<file path="config.mk">
export PLATFORM = sky130hd
export DESIGN_NAME = pkt_send_engine_flat
export DESIGN_NICKNAME = d
export VERILOG_FILES = /design/src/rtl/pkt_send_if.sv /design/src/rtl/pkt_send_engine.sv /design/src/flat_wrapper.sv
export SDC_FILE = /design/constraint.sdc
export NUM_CORES = 1
export LEC_CHECK = 0
export ABC_AREA = 0
export CAP_MARGIN = 40
export CORE_UTILIZATION = 53
export DETAILED_ROUTE_END_ITERATION = 10
export PLACE_DENSITY = 0.83
export REMOVE_ABC_BUFFERS = 1
export SYNTH_ARGS = -nofsm -noshare
export SYNTH_HDL_FRONTEND = slang
export SYNTH_SLANG_ARGS = --single-unit
</file>
<file path="constraint.sdc">
create_clock -name clk -period 3.7 [get_ports clk]
set_clock_uncertainty 0.1 [all_clocks]
set_input_delay 0.74 -clock clk [delete_from_list [all_inputs] [get_ports clk]]
set_output_delay 0.74 -clock clk [all_outputs]
set_load 0.1 [all_outputs]
</file>
<file path="src/rtl/pkt_send_if.sv">
// Command and switch-write bus between a packet source and the send engine.
interface pkt_send_if #(
  parameter int unsigned DATA_WIDTH     = 32,
  parameter int unsigned WIDTH_SEL      = 2,
  parameter int unsigned WIDTH_PRIORITY = 3,
  parameter int unsigned WIDTH_LENGTH   = 10
);
  logic                      cmd_vld;
  logic                      cmd_rdy;
  logic [WIDTH_SEL-1:0]      cmd_dest;
  logic [WIDTH_PRIORITY-1:0] cmd_priority;
  logic [WIDTH_LENGTH-1:0]   cmd_length;
  logic [1:0]                cmd_mode;
  logic                      wr_sop;
  logic                      wr_eop;
  logic                      wr_vld;
  logic [DATA_WIDTH-1:0]     wr_data;
  logic                      full;
  logic                      alm_ost_full;

  modport master (
    input  cmd_vld, cmd_dest, cmd_priority, cmd_length, cmd_mode, full, alm_ost_full,
    output cmd_rdy, wr_sop, wr_eop, wr_vld, wr_data
  );

  modport slave (
    output cmd_vld, cmd_dest, cmd_priority, cmd_length, cmd_mode, full, alm_ost_full,
    input  cmd_rdy, wr_sop, wr_eop, wr_vld, wr_data
  );
endinterface

</file>
<file path="src/rtl/pkt_send_engine.sv">
// Queues packet commands and streams header + generated payload beats to a switch write port.
module pkt_send_engine #(
  parameter int unsigned DATA_WIDTH      = 32,
  parameter int unsigned PORT_NUB_TOTAL  = 4,
  parameter int unsigned PRIORITY        = 8,
  parameter int unsigned DATA_LENGTH_MAX = 1024,
  parameter int unsigned CMD_DEPTH       = 4
) (
  input  logic              clk,
  input  logic              rst_n,
  pkt_send_if.master        bus,
  output logic              busy,
  output logic              done,
  output logic [15:0]       pkt_cnt
);
  localparam int unsigned WS    = $clog2(PORT_NUB_TOTAL);
  localparam int unsigned WP    = $clog2(PRIORITY);
  localparam int unsigned WL    = $clog2(DATA_LENGTH_MAX);
  localparam int unsigned PTR_W = $clog2(CMD_DEPTH);
  localparam int unsigned CNT_W = PTR_W + 1;
  localparam int unsigned REP   = (DATA_WIDTH + 31) / 32;

  typedef struct packed {
    logic [1:0]    mode;
    logic [WL-1:0] length;
    logic [WP-1:0] prio;
    logic [WS-1:0] dest;
  } cmd_t;

  typedef enum logic [1:0] {IDLE, HEAD, BODY} state_t;

  function automatic logic [31:0] lfsr_next(input logic [31:0] v);
    return v[0] ? ((v >> 1) ^ 32'h8020_0003) : (v >> 1);
  endfunction

  function automatic logic [DATA_WIDTH-1:0] header_beat(input cmd_t c, input logic [15:0] s);
    return DATA_WIDTH'({s, c.length, c.prio, c.dest});
  endfunction

  function automatic logic [DATA_WIDTH-1:0] payload_beat(input logic [1:0] m, input logic [WL-1:0] i,
                                                         input logic [15:0] s, input logic [31:0] l);
    logic [REP*32-1:0] rep;
    rep = {REP{l}};
    case (m)
      2'b01:   return rep[DATA_WIDTH-1:0];
      2'b10:   return DATA_WIDTH'({s, i});
      default: return DATA_WIDTH'(i);
    endcase
  endfunction

  cmd_t                  fifo_mem [CMD_DEPTH];
  logic [PTR_W-1:0]      wp_q, wp_d, rp_q, rp_d;
  logic [CNT_W-1:0]      cnt_q, cnt_d;
  logic                  rdy_q, rdy_d;
  state_t                state_q, state_d;
  cmd_t                  cur_q, cur_d, head_cmd;
  logic [15:0]           seq_q, seq_d, pkt_q, pkt_d;
  logic [WL-1:0]         idx_q, idx_d, nxt_idx;
  logic [31:0]           lfsr_q, lfsr_d;
  logic                  sop_q, sop_d, eop_q, eop_d, vld_q, vld_d;
  logic [DATA_WIDTH-1:0] data_q, data_d;
  logic                  done_q, done_d, busy_q, busy_d;
  logic                  push, pop, xfer, can_start, nxt_last, do_payload, do_finish;

  // Command storage; entries need no reset since occupancy is tracked by cnt_q.
  always_ff @(posedge clk) begin
    if (push) fifo_mem[wp_q] <= cmd_t'({bus.cmd_mode, bus.cmd_length, bus.cmd_priority, bus.cmd_dest});
  end

  always_ff @(posedge clk or negedge rst_n) begin
    if (!rst_n) begin
      state_q <= IDLE;
      wp_q    <= '0;
      rp_q    <= '0;
      cnt_q   <= '0;
      rdy_q   <= 1'b0;
      cur_q   <= '0;
      seq_q   <= '0;
      pkt_q   <= '0;
      idx_q   <= '0;
      lfsr_q  <= 32'h1;
      sop_q   <= 1'b0;
      eop_q   <= 1'b0;
      vld_q   <= 1'b0;
      data_q  <= '0;
      done_q  <= 1'b0;
      busy_q  <= 1'b0;
    end else begin
      state_q <= state_d;
      wp_q    <= wp_d;
      rp_q    <= rp_d;
      cnt_q   <= cnt_d;
      rdy_q   <= rdy_d;
      cur_q   <= cur_d;
      seq_q   <= seq_d;
      pkt_q   <= pkt_d;
      idx_q   <= idx_d;
      lfsr_q  <= lfsr_d;
      sop_q   <= sop_d;
      eop_q   <= eop_d;
      vld_q   <= vld_d;
      data_q  <= data_d;
      done_q  <= done_d;
      busy_q  <= busy_d;
    end
  end

  always_comb begin
    state_d    = state_q;
    cur_d      = cur_q;
    seq_d      = seq_q;
    pkt_d      = pkt_q;
    idx_d      = idx_q;
    lfsr_d     = lfsr_q;
    sop_d      = sop_q;
    eop_d      = eop_q;
    vld_d      = vld_q;
    data_d     = data_q;
    done_d     = 1'b0;
    pop        = 1'b0;
    do_payload = 1'b0;
    do_finish  = 1'b0;
    push       = bus.cmd_vld && rdy_q;
    xfer       = vld_q && !bus.full;
    head_cmd   = fifo_mem[rp_q];
    can_start  = (cnt_q != '0) && !bus.alm_ost_full;
    nxt_idx    = (state_q == HEAD) ? '0 : idx_q + WL'(1);
    nxt_last   = ({1'b0, nxt_idx} + (WL+1)'(1)) == {1'b0, cur_q.length};

    case (state_q)
      IDLE: begin
        vld_d = 1'b0;
        sop_d = 1'b0;
        eop_d = 1'b0;
        if (can_start) begin
          pop     = 1'b1;
          cur_d   = head_cmd;
          state_d = HEAD;
        end
      end
      HEAD: begin
        // Header is presented the cycle after a pop from IDLE.
        if (!vld_q) begin
          vld_d  = 1'b1;
          sop_d  = 1'b1;
          eop_d  = (cur_q.length == '0);
          data_d = header_beat(cur_q, seq_q);
        end else if (xfer) begin
          if (cur_q.length == '0) do_finish  = 1'b1;
          else                    do_payload = 1'b1;
        end
      end
      BODY: begin
        if (xfer) begin
          if (eop_q) do_finish  = 1'b1;
          else       do_payload = 1'b1;
        end
      end
      default: state_d = IDLE;
    endcase

    if (do_payload) begin
      state_d = BODY;
      idx_d   = nxt_idx;
      vld_d   = 1'b1;
      sop_d   = 1'b0;
      eop_d   = nxt_last;
      data_d  = payload_beat(cur_q.mode, nxt_idx, seq_q, lfsr_q);
      if (cur_q.mode == 2'b01) lfsr_d = lfsr_next(lfsr_q);
    end

    // Eop transferred: chain straight into the next header when allowed.
    if (do_finish) begin
      seq_d  = seq_q + 16'd1;
      pkt_d  = pkt_q + 16'd1;
      done_d = 1'b1;
      if (can_start) begin
        pop     = 1'b1;
        cur_d   = head_cmd;
        state_d = HEAD;
        vld_d   = 1'b1;
        sop_d   = 1'b1;
        eop_d   = (head_cmd.length == '0);
        data_d  = header_beat(head_cmd, seq_d);
      end else begin
        state_d = IDLE;
        vld_d   = 1'b0;
        sop_d   = 1'b0;
        eop_d   = 1'b0;
        data_d  = '0;
      end
    end

    wp_d   = push ? wp_q + PTR_W'(1) : wp_q;
    rp_d   = pop  ? rp_q + PTR_W'(1) : rp_q;
    cnt_d  = cnt_q + CNT_W'(push) - CNT_W'(pop);
    rdy_d  = (cnt_d != CNT_W'(CMD_DEPTH));
    busy_d = (cnt_d != '0) || (state_d != IDLE);
  end

  assign bus.cmd_rdy = rdy_q;
  assign bus.wr_sop  = sop_q;
  assign bus.wr_eop  = eop_q;
  assign bus.wr_vld  = vld_q;
  assign bus.wr_data = data_q;
  assign busy        = busy_q;
  assign done        = done_q;
  assign pkt_cnt     = pkt_q;
endmodule

</file>
<file path="src/flat_wrapper.sv">
// flat-port wrapper written by rule: the top's interface ports become plain ports
module pkt_send_engine_flat 
#(
  parameter int unsigned DATA_WIDTH      = 32,
  parameter int unsigned PORT_NUB_TOTAL  = 4,
  parameter int unsigned PRIORITY        = 8,
  parameter int unsigned DATA_LENGTH_MAX = 1024,
  parameter int unsigned CMD_DEPTH       = 4
)
  (clk, rst_n, busy, done, pkt_cnt, bus_cmd_vld, bus_cmd_dest, bus_cmd_priority, bus_cmd_length, bus_cmd_mode, bus_full, bus_alm_ost_full, bus_cmd_rdy, bus_wr_sop, bus_wr_eop, bus_wr_vld, bus_wr_data);
  pkt_send_if #(.DATA_WIDTH(DATA_WIDTH), .WIDTH_SEL((2)), .WIDTH_PRIORITY((3)), .WIDTH_LENGTH((10))) bus_i ();
  input  logic clk;
  input  logic rst_n;
  output logic busy;
  output logic done;
  output logic [15:0] pkt_cnt;
  input wire logic [$bits(bus_i.cmd_vld)-1:0] bus_cmd_vld;
  input wire logic [$bits(bus_i.cmd_dest)-1:0] bus_cmd_dest;
  input wire logic [$bits(bus_i.cmd_priority)-1:0] bus_cmd_priority;
  input wire logic [$bits(bus_i.cmd_length)-1:0] bus_cmd_length;
  input wire logic [$bits(bus_i.cmd_mode)-1:0] bus_cmd_mode;
  input wire logic [$bits(bus_i.full)-1:0] bus_full;
  input wire logic [$bits(bus_i.alm_ost_full)-1:0] bus_alm_ost_full;
  output wire logic [$bits(bus_i.cmd_rdy)-1:0] bus_cmd_rdy;
  output wire logic [$bits(bus_i.wr_sop)-1:0] bus_wr_sop;
  output wire logic [$bits(bus_i.wr_eop)-1:0] bus_wr_eop;
  output wire logic [$bits(bus_i.wr_vld)-1:0] bus_wr_vld;
  output wire logic [$bits(bus_i.wr_data)-1:0] bus_wr_data;
  assign bus_i.cmd_vld = bus_cmd_vld;
  assign bus_i.cmd_dest = bus_cmd_dest;
  assign bus_i.cmd_priority = bus_cmd_priority;
  assign bus_i.cmd_length = bus_cmd_length;
  assign bus_i.cmd_mode = bus_cmd_mode;
  assign bus_i.full = bus_full;
  assign bus_i.alm_ost_full = bus_alm_ost_full;
  assign bus_cmd_rdy = bus_i.cmd_rdy;
  assign bus_wr_sop = bus_i.wr_sop;
  assign bus_wr_eop = bus_i.wr_eop;
  assign bus_wr_vld = bus_i.wr_vld;
  assign bus_wr_data = bus_i.wr_data;
  pkt_send_engine #(.DATA_WIDTH(DATA_WIDTH), .PORT_NUB_TOTAL(PORT_NUB_TOTAL), .PRIORITY(PRIORITY), .DATA_LENGTH_MAX(DATA_LENGTH_MAX), .CMD_DEPTH(CMD_DEPTH)) u_core (.clk(clk), .rst_n(rst_n), .bus(bus_i), .busy(busy), .done(done), .pkt_cnt(pkt_cnt));
endmodule
</file>
==> results.sh <==
export IMPL_status="completed"
export IMPL_seq_area_frac_synth_pct=57.0
export IMPL_post_route_drc_count=0
export IMPL_hold_class="input port to async pin"
export IMPL_hold_violations=0
export IMPL_drive_gt1_share_pct=22.1
export IMPL_synth_cell_type_count=72
export IMPL_critPathLaunchType="flip-flop"
export IMPL_clock_latency_ps=510
export IMPL_layout_commonest_cell="dfrtp_1"
export IMPL_grt_pass1_vias=7017
export IMPL_synth_edf_count=68
export IMPL_layout_common_cells="dfrtp_1, clkdlybuf4s50_1, nand2_1"
export IMPL_wl_um=23300
export IMPL_critPathRequiredTime_ps=3980
export IMPL_viasPerCell=6.07
export IMPL_placementRows=48
export IMPL_cp_max_fo=5
export IMPL_crit_path_end_kind="flip-flop"
export IMPL_cts_sinks=206
export IMPL_diodes=0
export IMPL_grtUsageTotal_pct=25.9
export IMPL_cts_made_buffers=22
export IMPL_async_flop_share_pct=67.0
export IMPL_gp_congestion=0.845
export IMPL_synth_warnings=0
export IMPL_grt_util_met1_pct=35.0
export IMPL_slew_limit_headroom_pct=42.5
export IMPL_dp_slack_ps=20.0
export IMPL_syn_avg_cell_area_um2=12.2
export IMPL_setup_violations=0
export IMPL_die_area_um2=18700
export IMPL_worst_ir_drop_vdd_v=0.000777
export IMPL_dp_cells=1127
export IMPL_dp_hpwl_um=15600
export IMPL_period_share_pct=97.0
export IMPL_p_leak_nw=5.16
export IMPL_final_cell_count_no_fill=1169
export IMPL_final_nets=967
export IMPL_finalWorstSetupSlack_ps=112
export IMPL_grt_first_pass_wirelength_um=37500
export IMPL_die_y_um=137
export IMPL_cts_root_buf="clkbuf_16"
export IMPL_gr_usage_met3_pct=5.37
export IMPL_powerDensity_nw_per_um2=838
export IMPL_busiest_layer="met2"
export IMPL_rsz0062_at_grt="no"
export IMPL_drtAntennaViolNets=0
export IMPL_syn_inst=789
export IMPL_num_vias=7092
export IMPL_ys_flop_type="dfrtp_1"
export IMPL_coreArea_um2=17500
export IMPL_cts_path_max_buffers=3
export IMPL_ios=76
export IMPL_grt_max_degree=74
export IMPL_arrival_ps=3870
export IMPL_area_delta_synth_final_pct=27.9
export IMPL_timing_fmax_mhz=279
export IMPL_cts_tree="built"
export IMPL_crit_type="flip-flop to flip-flop"
export IMPL_max_slew_worst_pin_slew_ps=863
export IMPL_use_met2_pct=41.7
export IMPL_critical_path_max_stage_delay_ps=560
export IMPL_maxSlewViolCount=0
export IMPL_min_period_ps=3590
export IMPL_synth_ff_latch_count=206
export IMPL_drt_iter0_drc=651
export IMPL_crit_chain="or4_4 > o41ai_4 > nand2_4 > a21oi_4 > ha_1 > inv_1 > ha_1 > inv_1 > fa_2 > xnor2_2 > xnor2_1 > or4_1"
export IMPL_die_w_um=137
export IMPL_port_buffers=75
export IMPL_max_cap_violations=0
export IMPL_wire_per_inst_um=19.9
export IMPL_syn_cell_area_um2=9650
export IMPL_crit_slowest_cell="or4_4"
export IMPL_cts_htree_levels=1
export IMPL_gr_total_overflow=0
export IMPL_start_util_pct=55.0
export IMPL_dr_pass1_iters=5
export IMPL_clk_pin_slew_worst_paths_ps=60
export IMPL_antenna_found_initial=0
-- timing repair --
item	4_1_cts	5_1_grt
resized for setup	0	5
buffers inserted	0	2
hold buffers	0	0
endpoints found under the hold margin	0	0
endpoints found under the setup margin	0	1
-- cell families (layout without fill, tap and decap cells) --
logic type	Yosys count	count (layout)	synth area share, %
compound gates	156	156	10.8
xor+xnor	56	56	5.08
fa+ha+maj	17	17	2.28
buf+inv	62	217	2.81
flops	206	206	57.0
mux	72	72	10.3
simple gates	220	220	11.7
-- area by class of cell --
class | instances | area (um^2)
Clock buffer | 25 | 592
Multi-Input combinational cell | 521 | 3910
Tap cell | 225 | 282
Fill cell | 1140 | 5200
Inverter | 19 | 71.3
Clock inverter | 15 | 210
Timing Repair Buffer | 158 | 1780
Sequential cell | 206 | 5500
-- worst max-delay path: cells and delay by family, from the launching register on --
family / cells / cell delay (ps)
buffers and inverters: 2 / 100
xor gates and xnor gates: 2 / 320
and+or+nand+nor: 3 / 1200
adders and majority gates: 3 / 740
DFF: 1 / 420
AOI/OAI and AO/OA: 2 / 580
-- power by group --
part / total, mW / switching, mW / internal [mW] / leakage (nW)
Sequential: 3.28 / 0.412 / 2.87 / 2.42
Combinational: 4.66 / 2.89 / 1.78 / 2.34
Clock: 2.41 / 0.907 / 1.50 / 0.395
Total: 10.3 / 4.21 / 6.14 / 5.16
-- cells in the mapped netlist, drive strengths merged, types with 20 or more instances --
library cell / number / area, um^2
o21ai: 54 / 270
dfrtp: 137 / 3430
nand2: 73 / 284
xnor2: 38 / 333
edfxtp: 68 / 2040
clkbuf: 23 / 86.3
mux2: 49 / 552
a22oi: 21 / 158
a21oi: 31 / 155
nand3: 20 / 105
buf: 20 / 114
nor2: 48 / 180
-- final timing paths --
kind	from	endpoint	slack (ps)	depth (start not counted)
min reg2reg	u_core.pkt_cnt[15]	u_core.pkt_cnt[15]	380	1
min	rst_n	u_core.idx_q[4]	150	1
max	u_core.cur_q[6]	u_core.busy	110	12
max in group asynchronous	rst_n	u_core.lfsr_q[12]	2500	2
min in group clk	u_core.pkt_cnt[15]	u_core.pkt_cnt[15]	380	1
max reg2reg	u_core.cur_q[6]	u_core.busy	110	12
-- layer usage --
layer / up-vias / part of all wire (%)
met2: 359 / 48
li1: 3176 / -
met1: 3497 / 42
met5: - / 0
met3: 60 / 7.3
met4: 0 / 2.7
-- registers in the layout, summed over array words and instances (netlist names) --
name and cells:
u_core.fifo_mem 68, u_core.bus.wr_data 32, u_core.lfsr_q 32, u_core.cur_q 17, u_core.pkt_cnt 16, u_core.seq_q 16, u_core.idx_q 10, u_core.cnt_q 3
u_core.rp_q 2, u_core.state_q 2, u_core.wp_q 2, u_core.bus.cmd_rdy 1, u_core.bus.wr_eop 1, u_core.bus.wr_sop 1, u_core.bus.wr_vld 1, u_core.busy 1
u_core.done 1
-- stage by stage --
| step | TNS, ps | hold slack (ps) | util, % | total power, mW | area [um^2] |
|---|---|---|---|---|---|
| 5_1_grt | 0 | 200 | 70.4 | 10.8 | 12300 |
| 3_5_place_dp | 0 | 370 | 65.6 | 7.84 | 11500 |
| 4_1_cts | 0 | 168 | 70.2 | 10.3 | 12300 |
| 3_3_place_gp | 0 | 363 | 61.0 | 7.22 | 10700 |
| 2_1_floorplan | -3920 | 344 | - | 6.07 | 9450 |
| 6_report | 0 | 146 | 70.4 | 10.3 | 12300 |
No activity file was read; power rests on OpenSTA's default activity.
